$ cat config.mk
export PLATFORM = sky130hd
export DESIGN_NAME = fetch_ctrl
export DESIGN_NICKNAME = d
export VERILOG_FILES = /design/src/rtl/fetch_ctrl.sv
export SDC_FILE = /design/constraint.sdc
export NUM_CORES = 1
export LEC_CHECK = 0
export BUFFER_PORTS_ARGS = -buffer_cell sky130_fd_sc_hd__buf_4
export CAP_MARGIN = 20
export CORE_UTILIZATION = 40
export DETAILED_ROUTE_END_ITERATION = 8
export GPL_TIMING_DRIVEN = 0
export PLACE_DENSITY = 0.77
export SKIP_LAST_GASP = 1
export SLEW_MARGIN = 20
export SYNTH_ARGS = -nofsm -noshare
export SYNTH_HDL_FRONTEND = slang
export SYNTH_SLANG_ARGS = --single-unit
export TNS_END_PERCENT = 100
$ cat constraint.sdc
create_clock -name clk_i -period 2.6 [get_ports clk_i]
set_input_delay 0.26 -clock clk_i [delete_from_list [all_inputs] [get_ports clk_i]]
set_output_delay 0.26 -clock clk_i [all_outputs]
set_load 0.01 [all_outputs]
$ cat src/rtl/fetch_ctrl.sv
// Instruction-fetch sequencer: owns the PC, drives the instruction memory address and fills the F/D register.
// Define FETCH_PERF_CNT_EN to add the fetch/stall performance counters.
module fetch_ctrl #(
    parameter logic [31:0] PC_INIT  = 32'h0000_3000,
    parameter int unsigned IM_WORDS = 4096
) (
    input  logic        clk_i,
    input  logic        reset_i,
    input  logic        stall_i,
    input  logic        flush_i,
    input  logic        redirect_valid_i,
    input  logic [31:0] redirect_target_i,
    output logic [31:0] im_addr_o,
    input  logic [31:0] im_instr_i,
    output logic [31:0] if_pc_o,
    output logic [31:0] if_instr_o,
    output logic        if_valid_o,
    output logic        fetch_fault_o,
    output logic [1:0]  state_o
`ifdef FETCH_PERF_CNT_EN
    ,
    output logic [31:0] perf_fetch_cnt_o,
    output logic [31:0] perf_stall_cnt_o
`endif
);

    typedef enum logic [1:0] {
        RUN   = 2'd0,
        STALL = 2'd1,
        FAULT = 2'd2
    } state_e;

    // One past the last legal byte address, kept 33 bits wide so the bound never wraps.
    localparam logic [32:0] PC_END = {1'b0, PC_INIT} + {IM_WORDS[30:0], 2'b00};

    state_e      state_q, state_d;
    logic [31:0] pc_q, pc_d;
    logic [31:0] if_pc_q, if_pc_d;
    logic [31:0] if_instr_q, if_instr_d;
    logic        if_valid_q, if_valid_d;
    logic        legal;

    assign legal = (pc_q[1:0] == 2'b00) && (pc_q >= PC_INIT) && ({1'b0, pc_q} < PC_END);

    always_comb begin
        state_d    = state_q;
        pc_d       = pc_q;
        if_pc_d    = if_pc_q;
        if_instr_d = if_instr_q;
        if_valid_d = if_valid_q;

        if (stall_i) begin
            state_d = (state_q == FAULT) ? FAULT : STALL;
        end else begin
            if_pc_d = pc_q;
            if (flush_i || !legal) begin
                if_instr_d = 32'h0;
                if_valid_d = 1'b0;
            end else begin
                if_instr_d = im_instr_i;
                if_valid_d = 1'b1;
            end

            // An illegal PC never advances on its own; only a redirect moves it.
            if (state_q == FAULT) begin
                if (redirect_valid_i) begin
                    pc_d    = redirect_target_i;
                    state_d = RUN;
                end
            end else if (!legal) begin
                state_d = FAULT;
                if (redirect_valid_i) begin
                    pc_d = redirect_target_i;
                end
            end else begin
                state_d = RUN;
                pc_d    = redirect_valid_i ? redirect_target_i : pc_q + 32'd4;
            end
        end
    end

    always_ff @(posedge clk_i) begin
        if (reset_i) begin
            state_q    <= RUN;
            pc_q       <= PC_INIT;
            if_pc_q    <= PC_INIT;
            if_instr_q <= 32'h0;
            if_valid_q <= 1'b0;
        end else begin
            state_q    <= state_d;
            pc_q       <= pc_d;
            if_pc_q    <= if_pc_d;
            if_instr_q <= if_instr_d;
            if_valid_q <= if_valid_d;
        end
    end

    assign im_addr_o     = pc_q;
    assign if_pc_o       = if_pc_q;
    assign if_instr_o    = if_instr_q;
    assign if_valid_o    = if_valid_q;
    assign fetch_fault_o = (state_q == FAULT);
    assign state_o       = state_q;

`ifdef FETCH_PERF_CNT_EN
    logic [31:0] perf_fetch_cnt_q;
    logic [31:0] perf_stall_cnt_q;
    logic        fetch_evt;

    assign fetch_evt = !stall_i && !flush_i && legal;

    always_ff @(posedge clk_i) begin
        if (reset_i) begin
            perf_fetch_cnt_q <= 32'h0;
            perf_stall_cnt_q <= 32'h0;
        end else begin
            perf_fetch_cnt_q <= perf_fetch_cnt_q + {31'h0, fetch_evt};
            perf_stall_cnt_q <= perf_stall_cnt_q + {31'h0, stall_i};
        end
    end

    assign perf_fetch_cnt_o = perf_fetch_cnt_q;
    assign perf_stall_cnt_o = perf_stall_cnt_q;
`endif

endmodule

Yosys cells after proc, flatten, opt, wreduce, memory -nomap -nowiden
Cells that the tools add are included.
{ "classes": {"muxes": 11, "n_reduce_logical": 5, "n_lt_le_gt_ge": 2, "n_addsub": 1, "eq_ne": 2} }
{ "ops": {"columns": ["operator", "count"], "rows": [
  ["two-way mux 32 bit", 5],
  ["adder 32 x 3 -> 32 bit, second input constant", 1],
  ["greater-or-equal comparator 32 x 14 -> 1 bit, second input constant", 1],
  ["< comparator 32 x 15 -> 1 bit, second input constant", 1],
  ["two-way mux 2 bit", 5],
  ["!= test 3 bit, second input constant", 1],
  ["equality test 2 bit, second input constant", 1],
  ["logical AND 1 bit", 2],
  ["zero test 2 bit", 1],
  ["zero test 1 bit", 1],
  ["logical OR 1 bit", 1],
  ["two-way mux 1 bit", 1]
]} }
{ "word_totals": {"ff_bits": 99, "input_bits": 69, "elab_cells": 26} }

Longest topological paths before layout
Gate-level depths: netlist of run 1.
{ "logic_depth": {"ltp_word": 6, "ltp_mapped": 6, "depth_no_buf": 6} }

Least setup slack after synthesis of run 1
OpenSTA, ideal clock, no wires.
{ "synth_path": {"path_kind": "flip-flop to flip-flop", "start": "register pc_q[4], in the netlist im_addr_o[4]", "end": "register pc_q[13], in the netlist im_addr_o[13]", "setup_ns": 0.119, "period_less_slack_ns": 1.948, "stages_incl_launch_ff": 6, "n_path_buf": 0, "arrival_ns": 1.828, "setup_slack_ns": 0.652, "cell_sequence": "dfxtp_1 > nand3_2 > or4_4 > nor4_1 > mux2_2 > a2bb2oi_2"} }
{ "synth_via": {"elab_chain_cells": 5} }
{ "synth_rtl": {"columns": ["item", "line", "text"], "rows": [
  ["start, declared", "37", "logic [31:0] pc_q, pc_d;"],
  ["start signal, assigned", "91", "pc_q <= pc_d;"],
  ["greater-or-equal comparator 32 x 14 -> 1 bit", "43", "assign legal = (pc_q[1:0] == 2'b00) && (pc_q >= PC_INIT) && ({1'b0, pc_q} < PC_END);"],
  ["logical AND 1 bit (2 in series)", "43", null],
  ["two-way mux 32 bit (*)", "70", "end else if (!legal) begin"],
  ["two-way mux 32 bit (*)", "65", "if (state_q == FAULT) begin"]
]} }
Every way passes the cells marked *; elsewhere a longest branch is shown, timed or not.
A chain may end at the register's enable or synchronous reset.

Final worst setup path of run 1
{ "layout_path": {"start": "register pc_q[31], in the netlist im_addr_o[31]", "end": "register pc_q[13], in the netlist im_addr_o[13]"} }
{ "layout_via": {"elab_chain_cells": 5} }
{ "layout_rtl": {"columns": ["item", "line"], "rows": [
  ["greater-or-equal comparator 32 x 14 -> 1 bit", "43"],
  ["logical AND 1 bit", "43"],
  ["logical AND 1 bit (*)", "43"],
  ["two-way mux 32 bit (*)", "70"],
  ["two-way mux 32 bit (*)", "65"]
]} }
Marked as above.

==> results of run 1 <==
worst max path at each step:
stage,from,to,slack [ns]
2_1_floorplan,im_addr_o[4],im_addr_o[13],0.65
3_3_place_gp,im_addr_o[31],im_addr_o[13],0.34
3_5_place_dp,im_addr_o[31],im_addr_o[13],0.30
4_1_cts,im_addr_o[31],im_addr_o[13],0.30
5_1_grt,im_addr_o[31],im_addr_o[13],0.19
6_report,im_addr_o[31],im_addr_o[13],0.37
worst max-delay path, stage by stage (launching register included):
cell and delay (ns):
dfxtp_1 0.35, nor4_1 0.38, nand4_1 0.30, buf_2 0.28
nor4_1 0.32, mux2_2 0.38, a2bb2oi_2 0.12
area by class of cell:
type	count	area, um^2
sequential	99	1980
multi-input combinational	266	1700
clock inverter	4	51.3
clock buffer	11	131
buffer	25	120
fill	881	3840
timing repair buffer	167	1250
tap	129	161
inverter	10	37.5
registers in the layout (all words and copies together), names as in the netlist:
name	flops
im_addr_o	32
if_valid_o	1
if_pc_o	32
if_instr_o	32
state_o	2
cell families (layout without fill, tap and decap cells):
family,after synthesis,count (layout),share of synthesized area (%)
and+or+nand+nor,134,134,16.7
DFF,99,99,51.6
AOI/OAI and AO/OA,92,92,17.1
muxes,37,37,9.67
buffers and inverters,35,217,4.10
adders and majority gates,2,2,0.651
xor gates and xnor gates,1,1,0.228
where the power goes:
group	total, mW	internal, mW	switching (mW)
logic	0.420	0.205	0.215
registers	1.62	1.57	0.0529
clock network	0.965	0.443	0.522
total	3.00	2.21	0.790
stage by stage:
| stage | instance area (um^2) | cells | setup WS (ns) |
|---|---|---|---|
| after floorplan | 3840 | 400 | 0.652 |
| after global placement | 5260 | 696 | 0.345 |
| after detailed placement | 5260 | 696 | 0.300 |
| after CTS | 5440 | 711 | 0.299 |
| after global routing | 5440 | 711 | 0.192 |
| final | 5440 | 711 | 0.367 |
layer usage:
| layer | track usage, % | vias to the layer above |
|---|---|---|
| met3 | 6.34 | 13 |
| met1 | 27.6 | 1743 |
| met5 | 0 | - |
| met2 | 36.1 | 152 |
| met4 | 6.35 | 0 |
| li1 | - | 1773 |
cell usage in the layout, fill, tap and decap left out, types with 8 or more instances in the layout:
master / Yosys / final
buf_4: 0 / 167
dfxtp_1: 99 / 99
nand2_1: 56 / 56
nor2_1: 41 / 41
mux2i_1: 36 / 36
a22o_1: 32 / 32
a21oi_1: 31 / 31
clkbuf_1: 17 / 19
nor4_1: 9 / 9
clkbuf_8: 0 / 9
inv_1: 8 / 8
==> summary.md, run 1 <==
| Metric | Value |
|---|---|
| Final antenna-violating net count | 0 |
| Post-CTS setup buffers | 0 |
| Core area | 9280 um^2 |
| DIE AREA | 10000 um^2 |
| Pwr dens | 552 nW/um^2 |
| Total CTS buffers | 9 |
| Max_cap viols | 0 |
| Cell count after synthesis | 400 |
| Wire length on met3 | 817 um |
| Outcome | finished clean |
| CTS Hold Bufs | 0 |
| Vias in the first global route | 3337 |
| First-pass GRT wire length | 17.0 mm |
| Worst r2r path cells | 6 |
| WHS Path Cells | 2 |
| Clk sinks | 99 |
| Nets | 649 |
| CP Launch Type | flop |
| Worst slew pin tran | 0.728 ns |
| Synthesized cell area | 3840 um^2 |
| Max rail drop VDD | 0.000434 V |
| Initial Utilization | 41.4% |
| CTS Buffer Depth | 2 |
| IO Pins | 169 |
| Slew Limit Fails | 0 |
| Ys async rst share | 0% |
| Synth top area cells | dfxtp_1 (52%), mux2i_1 (9.4%), a22o_1 (7.3%) |
| Worst-path fanout max | 10 |
| Cell row count | 35 |
| Antenna violations before repair | 0 |
| GRT overflow | 0 |
| CTS-repair resized insts | 0 |
| Routed WL | 11.1 mm |
| Via-per-instance ratio | 5.18 |
| Worst min-delay path class | input port to flop |
| Via count | 3681 |
| Required time of the critical path | 2.86 ns |
| Worst Setup End Kind | flop |
| Clk Latency, worst-skew pair | 0.36 ns |
| Most numerous cell in the Yosys netlist | dfxtp_1 |
| Port Buffers | 167 |
| Final Power | 3.00 mW |
| Avg Cell Area, Syn | 9.61 um^2 |
| Seq/Total Area, Yosys | 51.6% |
| # DRC | 0 |
| CTS root buffer | clkbuf_8 |
| Share of cells above drive strength 1 | 33.7% |
| Clock Pin Slew Worst Setup and Hold Paths | 0.09 ns |
| Reg2reg start | im_addr_o[31] |
| Hold Vio Cnt, Final | 0 |
| Finished Core Util | 58.6% |
| WHS Endpoint | if_instr_o[30] |
| Largest net degree at the start of global routing | 16 |
| Ys flop type | dfxtp_1 |
| Antenna diodes | 0 |
| Yosys cell types | 46 |
| Syn nets | 471 |
| Top Layer Used | met4 |
| Number of synthesized register bits | 99 |
| DR WL met2 | 5.49 mm |
| EDFF count, synth | 0 |
| Synth top area share | 51.6% |
| Final Cycle Share | 85.9% |
| Slew HR | 51.4% |
| Worst EP arrival | 2.49 ns |
| Die X | 100 um |
| Die height | 100 um |
| Tot GR Track Use | 21.8% |
| CTS tree | built |
| Total negative slack | 0 ns |
| Cell taking the most area after synthesis | dfxtp_1 |
| Max Clock Skew | 0.0113 ns |
| Met1 Wirelength | 4.63 mm |
| R2R setup slack | 0.37 ns |
| Pleak | 2.43 nW |
| DR iter-0 viols | 216 |
| # setup viols final | 0 |
| Wire length per cell | 15.6 um |
| Minimum clock period after layout | 2.23 ns |
| Synth top cells by count | dfxtp_1 (99), nand2_1 (56), nor2_1 (41) |
| RSZ-0062 raised after global routing | no |
| Synth Warn # | 0 |
| Gp weighted congestion | 0.884 |
| Min-delay src | im_instr_i[30] |
| F_max | 0.448 GHz |
| Hold WS | 0.105 ns |
| Syn-to-layout area delta | 41.6% |
| H-tree Lvls | 3 |
| DRT Pass-1 Iters | 5 |
| Post-DP HPWL | 8.34 mm |
| Setup CP Type | flop to flop |
| R2r endpoint | im_addr_o[13] |
Power figures use the tool's default switching activity.
==> run 2: changes to the inputs <==
--- a/config.mk
+++ b/config.mk
@@ -7,6 +7,7 @@
 export LEC_CHECK = 0
 export BUFFER_PORTS_ARGS = -buffer_cell sky130_fd_sc_hd__buf_4
 export CAP_MARGIN = 20
+export CORE_ASPECT_RATIO = 2
 export CORE_UTILIZATION = 40
 export DETAILED_ROUTE_END_ITERATION = 8
 export GPL_TIMING_DRIVEN = 0
==> summary.md, run 2 (synthesis results as in run 1) <==
| Metric | Value |
|---|---|
| Antenna violations before repair | 0 (unchanged) |
| Syn-to-layout area delta | 43.8% |
| Core area | 9320 um^2 (+0.40%) |
| Wire length per cell | 17.5 um (+12%) |
| H-tree Lvls | 3 (unchanged) |
| Clk sinks | 99 (unchanged) |
| Clk Latency, worst-skew pair | 0.34 ns (-0.02 ns) |
| Slew Limit Fails | 0 (unchanged) |
| Max Clock Skew | 0.00604 ns (-0.00524 ns) |
| Pleak | 2.48 nW (+2.0%) |
| Failing checks | design-rule violations |
| Total CTS buffers | 9 (unchanged) |
| DIE AREA | 10000 um^2 (+0.24%) |
| F_max | 0.429 GHz (-4.3%) |
| Cell family with most CP delay | simple AND/OR/NAND/NOR gates |
| Min-delay src | im_instr_i[28] |
| Worst slew pin tran | 0.758 ns (+0.0293 ns) |
| Pwr dens | 604 nW/um^2 (+9.4%) |
| Worst EP arrival | 2.56 ns (+0.07 ns) |
| CTS Buffer Depth | 2 (unchanged) |
| Commonest non-fill, non-tap cell in the layout | buf_4 |
| CTS Hold Bufs | 0 (unchanged) |
| Post-CTS setup buffers | 0 (unchanged) |
| Crit-path max cell delay | 0.43 ns (+0.05 ns) |
| DRT Pass-1 Iters | 6 (+1) |
| Share of cells above drive strength 1 | 34.3% (+0.63 points) |
| Routed WL | 12.0 mm (+8.4%) |
| Final antenna-violating net count | 0 (unchanged) |
| CTS root buffer | clkbuf_16 |
| Fillers | 842 (-4.4%) |
| Reg2reg start | im_addr_o[31] |
| CTS tree | built |
| Critical-path cell list | nor4_2 -> nand4_1 -> buf_2 -> nor4_1 -> mux2_2 -> a2bb2oi_2 |
| CP bufs+invs | 1 (unchanged) |
| IO Pins | 169 (unchanged) |
| Final Cycle Share | 89.7% (+3.9 points) |
| Max_cap viols | 0 (unchanged) |
| Initial Utilization | 41.2% (-0.17 points) |
| R2R setup slack | 0.27 ns (-0.10 ns) |
| CP Launch Type | flop |
| Worst-path fanout max | 10 (unchanged) |
| Worst min-delay path class | input port to flop |
| First-pass GRT wire length | 18.6 mm (+9.1%) |
| Most frequent cells in the layout | buf_4 (167), dfxtp_1 (99), nand2_1 (56), nor2_1 (41), mux2i_1 (36) |
| Port Buffers | 167 (unchanged) |
| Via count | 3716 (+0.95%) |
| Vias in the first global route | 3864 (+16%) |
| Via-per-instance ratio | 5.41 (+4.5%) |
| Largest net degree at the start of global routing | 19 (+3) |
| Post-DP HPWL | 9.41 mm (+13%) |
| Nets | 649 (unchanged) |
| Total negative slack | 0 ns (unchanged) |
| Critical Path Start | im_addr_o[31] |
| Tot GR Track Use | 24.2% (+2.4 points) |
| Minimum clock period after layout | 2.33 ns (+0.100 ns) |
| Die height | 141 um (+41%) |
| Antenna diodes | 0 (unchanged) |
| # DRC | 6 (+6) |
| GRT overflow | 0 (unchanged) |
| Hold Vio Cnt, Final | 0 (unchanged) |
| Finished Core Util | 59.3% (+0.66 points) |
| Outcome | complete, but fails checks |
| CP max-delay cell | nor4_2 |
| Setup CP Type | flop to flop |
| Gp weighted congestion | 0.911 (+3.1%) |
| DR iter-0 viols | 172 (-20%) |
| Required time of the critical path | 2.82 ns (-0.04 ns) |
| Die X | 71.3 um (-29%) |
| Worst Setup End Kind | flop |
| Clock Pin Slew Worst Setup and Hold Paths | 0.07 ns (-0.02 ns) |
| # setup viols final | 0 (unchanged) |
| Slew HR | 49.3% (-2.1 points) |
| RSZ-0062 raised after global routing | no |
| Cell row count | 50 (+43%) |
| Max rail drop VDD | 0.000396 V (-8.9%) |
-- run 2: cell count changes in the layout (fill, tap and decap cells not counted), sizes merged --
cell	delta
clkinv	-1
clkbuf	-1
clkinvlp	+1
inv	+3
bufinv	-1
-- run 2: path summary, 6_finish.rpt --
| kind | to | cells after the start |
|---|---|---|
| max | im_addr_o[13] | 6 |
| min | if_instr_o[28] | 2 |
| max reg2reg | im_addr_o[13] | 6 |
| min reg2reg | if_valid_o | 1 |
-- run 2: what timing repair did --
action                     in CTS  in global routing
setup endpoints to repair       0                  1
hold endpoints to repair        0                  0
resized for setup               0                  1
-- run 2: cell type report --
type	count	area, um^2	share of cell area [%]
Sequential cell	99	1980	35.9
Multi-Input combinational cell	266	1710	30.9
Timing Repair Buffer	167	1250	22.7
Clock buffer	10	239	4.33
Tap cell	104	130	2.36
Buffer	25	120	2.17
Clock inverter	6	52.6	0.951
Inverter	10	37.5	0.680
-- run 2: report_power, final --
part | switching (mW) | internal (mW)
clock | 0.597 | 0.692
sequential | 0.0563 | 1.57
combinational | 0.220 | 0.206
total | 0.873 | 2.46
-- run 2: stage by stage --
stage	cells	instance area (um^2)	hold WS [ns]	setup slack, ns	total power [mW]
2_1_floorplan	400	3840	0.386	0.652	1.85
3_3_place_gp	671	5230	0.438	0.0606	2.07
3_5_place_dp	671	5230	0.451	0.0556	2.08
4_1_cts	687	5520	0.112	0.0462	3.36
5_1_grt	687	5520	0.118	0.185	3.46
6_report	687	5520	0.123	0.267	3.34
-- run 2: routing by layer --
metal | global-route usage, % | vias up | share of wire (%)
met5 | 0 | - | 0
met4 | 15.7 | 0 | 4.7
met3 | 5.50 | 34 | 6.7
met2 | 45.0 | 179 | 55
met1 | 22.9 | 1733 | 34
li1 | - | 1770 | -
